## config.mk

```make
export PLATFORM = sky130hd
export DESIGN_NAME = jk_bank_scheduler
export DESIGN_NICKNAME = d
export VERILOG_FILES = /design/src/rtl/jk_bank_scheduler.sv
export SDC_FILE = /design/constraint.sdc
export NUM_CORES = 1
export LEC_CHECK = 0
export BUFFER_PORTS_ARGS = -buffer_cell sky130_fd_sc_hd__clkbuf_2
export CAP_MARGIN = 15
export CORE_ASPECT_RATIO = 0.9
export CORE_MARGIN = 4
export CORE_UTILIZATION = 43
export DETAILED_ROUTE_END_ITERATION = 7
export PLACE_DENSITY = 0.83
export REMOVE_ABC_BUFFERS = 1
export SLEW_MARGIN = 25
export SYNTH_ARGS = -nofsm -noshare
export SYNTH_HDL_FRONTEND = slang
export SYNTH_SLANG_ARGS = --single-unit
```

## constraint.sdc

```tcl
create_clock -name clk -period 2.7 [get_ports clk]
set_clock_uncertainty 0.15 [all_clocks]
set_input_delay 0.54 -clock clk [delete_from_list [all_inputs] [get_ports clk]]
set_output_delay 0.54 -clock clk [all_outputs]
set_load 0.005 [all_outputs]
```

## src/rtl/jk_bank_scheduler.sv

```systemverilog
// Round-robin scheduler that shares one bank of JK flip-flops between NREQ requesters.
// An accepted command becomes a one-hot J/K drive, and the bank applies it on the following edge.
module jk_bank_scheduler #(
    parameter int NREQ  = 4,
    parameter int WIDTH = 8,
    parameter int IDXW  = 3
) (
    input  logic                 clk,
    input  logic                 rst,
    input  logic [NREQ-1:0]      req_valid,
    input  logic [2*NREQ-1:0]    req_op,
    input  logic [IDXW*NREQ-1:0] req_idx,
    output logic [NREQ-1:0]      req_ready,
    output logic [WIDTH-1:0]     j_vec,
    output logic [WIDTH-1:0]     k_vec,
    output logic [WIDTH-1:0]     q,
    output logic                 busy,
    output logic                 err
);
    localparam int PTRW = (NREQ > 1) ? $clog2(NREQ) : 1;

    logic [PTRW-1:0]  ptr_reg;
    logic [PTRW-1:0]  ptr_next;
    logic [WIDTH-1:0] q_reg;
    logic [WIDTH-1:0] j_reg;
    logic [WIDTH-1:0] k_reg;
    logic             err_reg;

    logic [PTRW-1:0]  cand_idx [NREQ];
    logic [PTRW-1:0]  sel;
    logic             found;
    logic             accept;
    logic [1:0]       op_sel;
    logic [IDXW-1:0]  idx_sel;
    logic             in_range;
    logic [WIDTH-1:0] onehot;

    // cand_idx[k] is the requester examined k-th in the rotating scan
    for (genvar gi = 0; gi < NREQ; gi++) begin : g_cand
        assign cand_idx[gi] = PTRW'((int'(ptr_reg) + gi) % NREQ);
    end

    always_comb begin
        sel   = '0;
        found = 1'b0;
        // Walk from the farthest candidate back so the nearest valid one wins
        for (int k = NREQ - 1; k >= 0; k--) begin
            if (req_valid[cand_idx[k]]) begin
                sel   = cand_idx[k];
                found = 1'b1;
            end
        end
    end

    for (genvar gi = 0; gi < NREQ; gi++) begin : g_ready
        assign req_ready[gi] = found & ~rst & (sel == PTRW'(gi));
    end

    assign accept   = |(req_valid & req_ready);
    assign op_sel   = req_op[2*sel +: 2];
    assign idx_sel  = req_idx[IDXW*sel +: IDXW];
    assign in_range = (32'(idx_sel) < WIDTH);
    assign ptr_next = (32'(sel) == NREQ - 1) ? '0 : sel + PTRW'(1);

    for (genvar gi = 0; gi < WIDTH; gi++) begin : g_onehot
        assign onehot[gi] = (idx_sel == IDXW'(gi));
    end

    always_ff @(posedge clk or posedge rst) begin
        if (rst) begin
            ptr_reg <= '0;
            q_reg   <= '0;
            j_reg   <= '0;
            k_reg   <= '0;
            err_reg <= 1'b0;
        end else begin
            // JK rule bitwise: set where J, clear where K, toggle where both
            q_reg   <= (j_reg & ~q_reg) | (~k_reg & q_reg);
            j_reg   <= (accept && op_sel[1] && in_range) ? onehot : '0;
            k_reg   <= (accept && op_sel[0] && in_range) ? onehot : '0;
            err_reg <= accept && !in_range;
            if (accept) begin
                ptr_reg <= ptr_next;
            end
        end
    end

    assign q     = q_reg;
    assign j_vec = j_reg;
    assign k_vec = k_reg;
    assign err   = err_reg;
    assign busy  = |(j_reg | k_reg);

endmodule
```

* Yosys cells after proc, flatten, opt, wreduce, memory -nomap -nowiden
Cells that the tools add are included.
Operators by class: multiply operators 1, bitwise logic cells 13, shift-type cells 2, muxes and demuxes 19, magnitude comparators 4, reductions and logical operators 6, add/sub/neg operators 4, eq/ne operators 10
Operators by type and width (count):
- $and 8x8->8 | 2
- $mux 8 | 2
- $not 8->8 | 2
- $or 8x8->8 | 2
- $eq 3x3->1 const B | 4
- $lt 2x3->1 const B | 4
- $shiftx 12x5->3 | 1
- $mux 2 | 5
- $bmux 1 s2 | 4
- $mux 1 | 8
- $reduce_or 8->1 | 1
- $shiftx 8x4->2 | 1
- $eq 3x2->1 const B | 2
- $and 1x1->1 | 5
- $add 2x1->2 const B | 2
- $add 2x2->2 const B | 2
- $and 4x4->4 | 1
- $eq 2x2->1 const B | 2
- $mul 2x2->4 const A | 1
- $reduce_or 4->1 | 1
- $eq 3x1->1 const B | 1
- $logic_not 3->1 | 1
- $eq 2x1->1 const B | 1
- $logic_and 1x1->1 | 2
- other kinds (2) | 2
Word-level totals: input port bits 26, bits in registers 26

* Logic depth before layout (Yosys ltp)
depth in word-level cells 13, gate-level depth with buffers 11, depth with buffers taken out 10

* Worst setup path before layout
No wires, ideal clock.
path kind input to register, start point in req_valid[3], end point reg ptr_reg[1], required time 2.425 ns, setup slack 0.086 ns, stages on the path 9, arrival time 2.339 ns, buffers on the path 0, cell sequence and3b_1 -> o21ai_2 -> nand2_1 -> inv_1 -> ha_1 -> a22o_1 -> a221oi_1 -> nor3_1 -> mux2_2
Between the ends: cells in the longest elaborated chain, start to end 10, elaborated cells on any way between the ends 29, those cells by class add/sub: 1; eq/ne: 3; mux: 17; bitwise: 6; reduce/logical: 2
Ends and longest elaborated chain:
- start, declared | RTL line 10 | input logic [NREQ-1:0] req_valid,
- $bmux 1 s2 | RTL line 48 | if (req_valid[cand_idx[k]]) begin
- $mux 1 (not written as such) | RTL line 48
- $mux 2 or $mux 1 (tied branches) (4 in a row) | RTL line 48
- $eq 2x1->1 (tied with other cells) | RTL line 56 | assign req_ready[gi] = found & ~rst & (sel == PTRW'(gi));
- $and 1x1->1 | RTL line 56
- $and 4x4->4 | RTL line 59 | assign accept = |(req_valid & req_ready);
- $reduce_or 4->1 | RTL line 59
- end signal, assigned | RTL line 83 | ptr_reg <= ptr_next;
- end, declared | RTL line 22 | logic [PTRW-1:0] ptr_reg;
Several ways; a longest one is shown, not always the timed one. The select of a mux whose other input is x is not followed. A chain may end at the register's enable or synchronous reset.

* Final worst setup path
start point reg ptr_reg[1], end point out req_ready[1]
Between the ends: cells in the longest elaborated chain, start to end 9, elaborated cells on any way between the ends 22, those cells by class add/sub: 3; eq/ne: 1; mux: 16; bitwise: 2
Ends and longest elaborated chain:
- $add 2x2->2 | RTL line 40 | assign cand_idx[gi] = PTRW'((int'(ptr_reg) + gi) % NREQ);
- $bmux 1 s2 | RTL line 48
- $mux 1 (not written as such) | RTL line 48
- $mux 2 or $mux 1 (tied branches) (4 in a row) | RTL line 48
- $eq 2x1->1 or $and 1x1->1 (tied branches) | RTL line 56
- $and 1x1->1 (*) | RTL line 56
- end, declared | RTL line 13 | output logic [NREQ-1:0] req_ready,
Mark *: on every way between the ends. The rest lies on a longest branch, timed or not. The select of a mux whose other input is x is not followed.

==> impl_metrics.env <==
export IMPL_netlist_instances=125
export IMPL_syn2layout_area_growth_pct=30.4
export IMPL_cts_htree_levels=1
export IMPL_timing_max_cap_violations=0
export IMPL_netlist_top_cell_by_area="sky130_fd_sc_hd__dfrtp_1"
export IMPL_cts_hold_buf=0
export IMPL_layout_worst_path_cycle_share=0.966
export IMPL_routedWlPerCell_um=13.3
export IMPL_horiz_die_dim_um=67.4
export IMPL_postLayoutSetupSlackWorst_ns=0.0920
export IMPL_dr_pass1_iters=4
export IMPL_design_die_area_mm2=0.00415
export IMPL_grt_overflow_total=0
export IMPL_max_slew_margin_rel=0.580
export IMPL_power_leakage_nw=0.910
export IMPL_synth_largest_type_area_fraction=0.476
export IMPL_cts_root_buf="sky130_fd_sc_hd__clkbuf_4"
export IMPL_commonest_cells_in_the_netlist="26 x sky130_fd_sc_hd__dfrtp_1, 13 x sky130_fd_sc_hd__nor3_1, 12 x sky130_fd_sc_hd__mux2i_1, 11 x sky130_fd_sc_hd__inv_1, 8 x sky130_fd_sc_hd__nand3_1"
export IMPL_vdd_ir_drop_max_uv=349
export IMPL_totalNegativeSetupSlack_ns=0
export IMPL_register_area_um2=653
export IMPL_synth_compound_area_frac=0.0979
export IMPL_r2r_start="ptr_reg[1]"
export IMPL_synth_seq_cells=26
export IMPL_dieHeight_um=61.5
export IMPL_rsz0062_at_grt="true"
export IMPL_yosysSeqAreaShare=0.476
export IMPL_io_pins=56
export IMPL_finish_net_count=221
export IMPL_clkLatencyLatePin_ns=0.32
export IMPL_fp_row_count=19
export IMPL_global_route_wire_length_before_repair_mm=4.89
export IMPL_fmax_mhz=383
export IMPL_synth_top_cells_by_area="sky130_fd_sc_hd__dfrtp_1 48%, sky130_fd_sc_hd__mux2i_1 8.8%, sky130_fd_sc_hd__nor3_1 4.8%"
export IMPL_pre_cts_ws_ns=-0.154
export IMPL_grt_pass1_vias=1053
export IMPL_layout_filler_cells=287
export IMPL_synthMostInstantiatedCell="sky130_fd_sc_hd__dfrtp_1"
export IMPL_multiplexer_fraction_of_the_synthesized_cell_area=0.137
export IMPL_path_buf_inv=2
export IMPL_initial_core_util=0.449
export IMPL_critical_path_max_stage_delay_ns=0.48
export IMPL_post_drt_via_cell_ratio=5.10
export IMPL_insertedDiodeCount=0
export IMPL_critPathMaxFanout=7
export IMPL_cts_num_sinks=26
export IMPL_grt_start_max_net_pins=27
export IMPL_yosys_area_share_simple=0.201
export IMPL_global_route_usage_total=0.157
export IMPL_timing_final_max_slew_violations=0
export IMPL_worst_pin_slew_ns=0.612
export IMPL_detail_route_drc_violations=0
export IMPL_final_antenna_net_count=0
export IMPL_r2r_end="ptr_reg[1]"
export IMPL_synth_adder_area_share=0.0366
export IMPL_worstRegToRegCells=8
export IMPL_hold_viol=0
export IMPL_core_area_mm2=0.00304
export IMPL_critical_path_required_ns=2.01
export IMPL_timing_hold_ws_ns=0.121
export IMPL_port_buffers=54
export IMPL_dpl_hpwl_mm=2.52
export IMPL_tritoncts="yes"
export IMPL_syn_area_mm2=0.00137
export IMPL_critical_path_endpoint_type="output port"
export IMPL_wl_mm=3.09
export IMPL_critPathSlowestCell="sky130_fd_sc_hd__dfrtp_2"
export IMPL_yosys_most_used_dff="sky130_fd_sc_hd__dfrtp_1"
export IMPL_detailroute_via_count=1184
export IMPL_multi_input_comb_area_um2=656
export IMPL_crit_path_cell_trace="mux2i_1, a221oi_4, buf_4, ha_1, and2_1, clkbuf_2"
export IMPL_outcome="finished clean"
export IMPL_grt_antenna_before_repair=0
export IMPL_setup_violations_final=0
export IMPL_synth_xor_xnor_area_share=0
export IMPL_postSynth_asyncResetShare=1.00
export IMPL_maximum_number_of_buffers_from_clock_root_to_sink=2
export IMPL_avgSynthCellArea_um2=10.9
export IMPL_worst_path_dominant_cell_family="flip-flops"
export IMPL_clock_pin_slew_reported_for_the_worst_setup_and_hold_paths_after_clock_tree_synthesis_ns=0.13
export IMPL_first_iter_violations=23
export IMPL_main_combinational_cell_family_by_area_after_synthesis="simple AND/OR/NAND/NOR gates"
export IMPL_final_layout_size_suffix_gt1_frac=0.426
export IMPL_power_per_cell_area_mw_per_mm2=827
export IMPL_gpl_final_weighted_congestion=0.772
export IMPL_regToRegSetupSlack_ns=0.16
export IMPL_class_of_the_most_critical_hold_timing_path="in -> async"
export IMPL_crit_type="reg -> out"
export IMPL_synth_edff_count=0
export IMPL_tritoncts_num_buffers=3
export IMPL_layout_min_cycle_time_ns=2.61
export IMPL_worst_setup_path_start_kind="flop"
export IMPL_netlist_cell_type_count=38
export IMPL_critical_path_arrival_ns=1.92
export IMPL_synth_yosys_warnings=0
layout make-up:
type                    count  area share
flip-flops and latches     26       0.366
repair buffers             63       0.189
inverters                  12      0.0267
clock buffers               4      0.0204
well taps                  42      0.0295
multi-input cells          85       0.368
logic make-up (layout without fill, tap and decap cells):
kind of cell	Yosys count	in the layout
simple gates	48	48
flops	26	26
mux	16	16
other cells	1	1
buf+inv	14	79
fa+ha+maj	4	4
compound gates	16	16
placed cells by master, fill, tap and decap left out, types with 2 or more instances in the layout:
master,n
sky130_fd_sc_hd__mux4_2,2
sky130_fd_sc_hd__buf_4,9
sky130_fd_sc_hd__nor4_1,5
sky130_fd_sc_hd__mux2_2,2
sky130_fd_sc_hd__inv_1,11
sky130_fd_sc_hd__dfrtp_2,2
sky130_fd_sc_hd__nor3b_1,3
sky130_fd_sc_hd__mux2i_1,12
sky130_fd_sc_hd__and2_1,4
sky130_fd_sc_hd__nand2_2,2
sky130_fd_sc_hd__nor2_1,3
sky130_fd_sc_hd__nand3_1,8
sky130_fd_sc_hd__nand4_1,2
sky130_fd_sc_hd__dfrtp_1,24
sky130_fd_sc_hd__clkbuf_2,54
sky130_fd_sc_hd__ha_1,4
sky130_fd_sc_hd__o21ai_0,4
sky130_fd_sc_hd__clkbuf_4,3
sky130_fd_sc_hd__nor3_1,12
sky130_fd_sc_hd__a21oi_1,2
worst min-delay path, cell delays in order:
cell and delay [ns]:
sky130_fd_sc_hd__clkbuf_2 0.11, sky130_fd_sc_hd__inv_1 0.05, sky130_fd_sc_hd__buf_4 0.30
layer usage:
metal / track usage / wire, um
met4: 0.0751 / 61
met1: 0.208 / 1390
met2: 0.251 / 1360
met3: 0.0255 / 277
met5: 0 / 0
how the worst max path moves through the flow:
stage | startpoint | endpoint | slack, ns | cells past startpoint
final | ptr_reg[1] | req_ready[1] | 0.09 | 6
after CTS | ptr_reg[1] | req_ready[0] | 0.004 | 6
after floorplan | req_valid[3] | ptr_reg[1] | 0.09 | 9
after detailed placement | req_valid[3] | k_vec[3] | -0.15 | 11
after global routing | ptr_reg[1] | req_ready[1] | -0.02 | 6
after global placement | req_valid[3] | k_vec[5] | -0.09 | 8
stage by stage:
stage / total power, mW / instances / utilization / cell area [um2]
final: 1.48 / 232 / 0.586 / 1780
after global routing: 1.59 / 232 / 0.586 / 1780
after CTS: 1.46 / 229 / 0.578 / 1760
after detailed placement: 1.26 / 225 / 0.564 / 1720
after global placement: 1.24 / 225 / 0.564 / 1720
after floorplan: 1.00 / 123 / - / 1350
power breakdown:
group	internal, mW	leakage [nW]	switching, mW
logic	0.362	0.546	0.362
registers	0.481	0.343	0.0830
clock network	0.0825	0.0210	0.105
what timing repair did:
item	4_1_cts	5_1_grt
endpoints found under the setup margin	16	17
pin swaps	1	1
setup buffers	0	3
cloned	0	0
gates resized for setup	2	1
(Power assumes the default switching activity.)
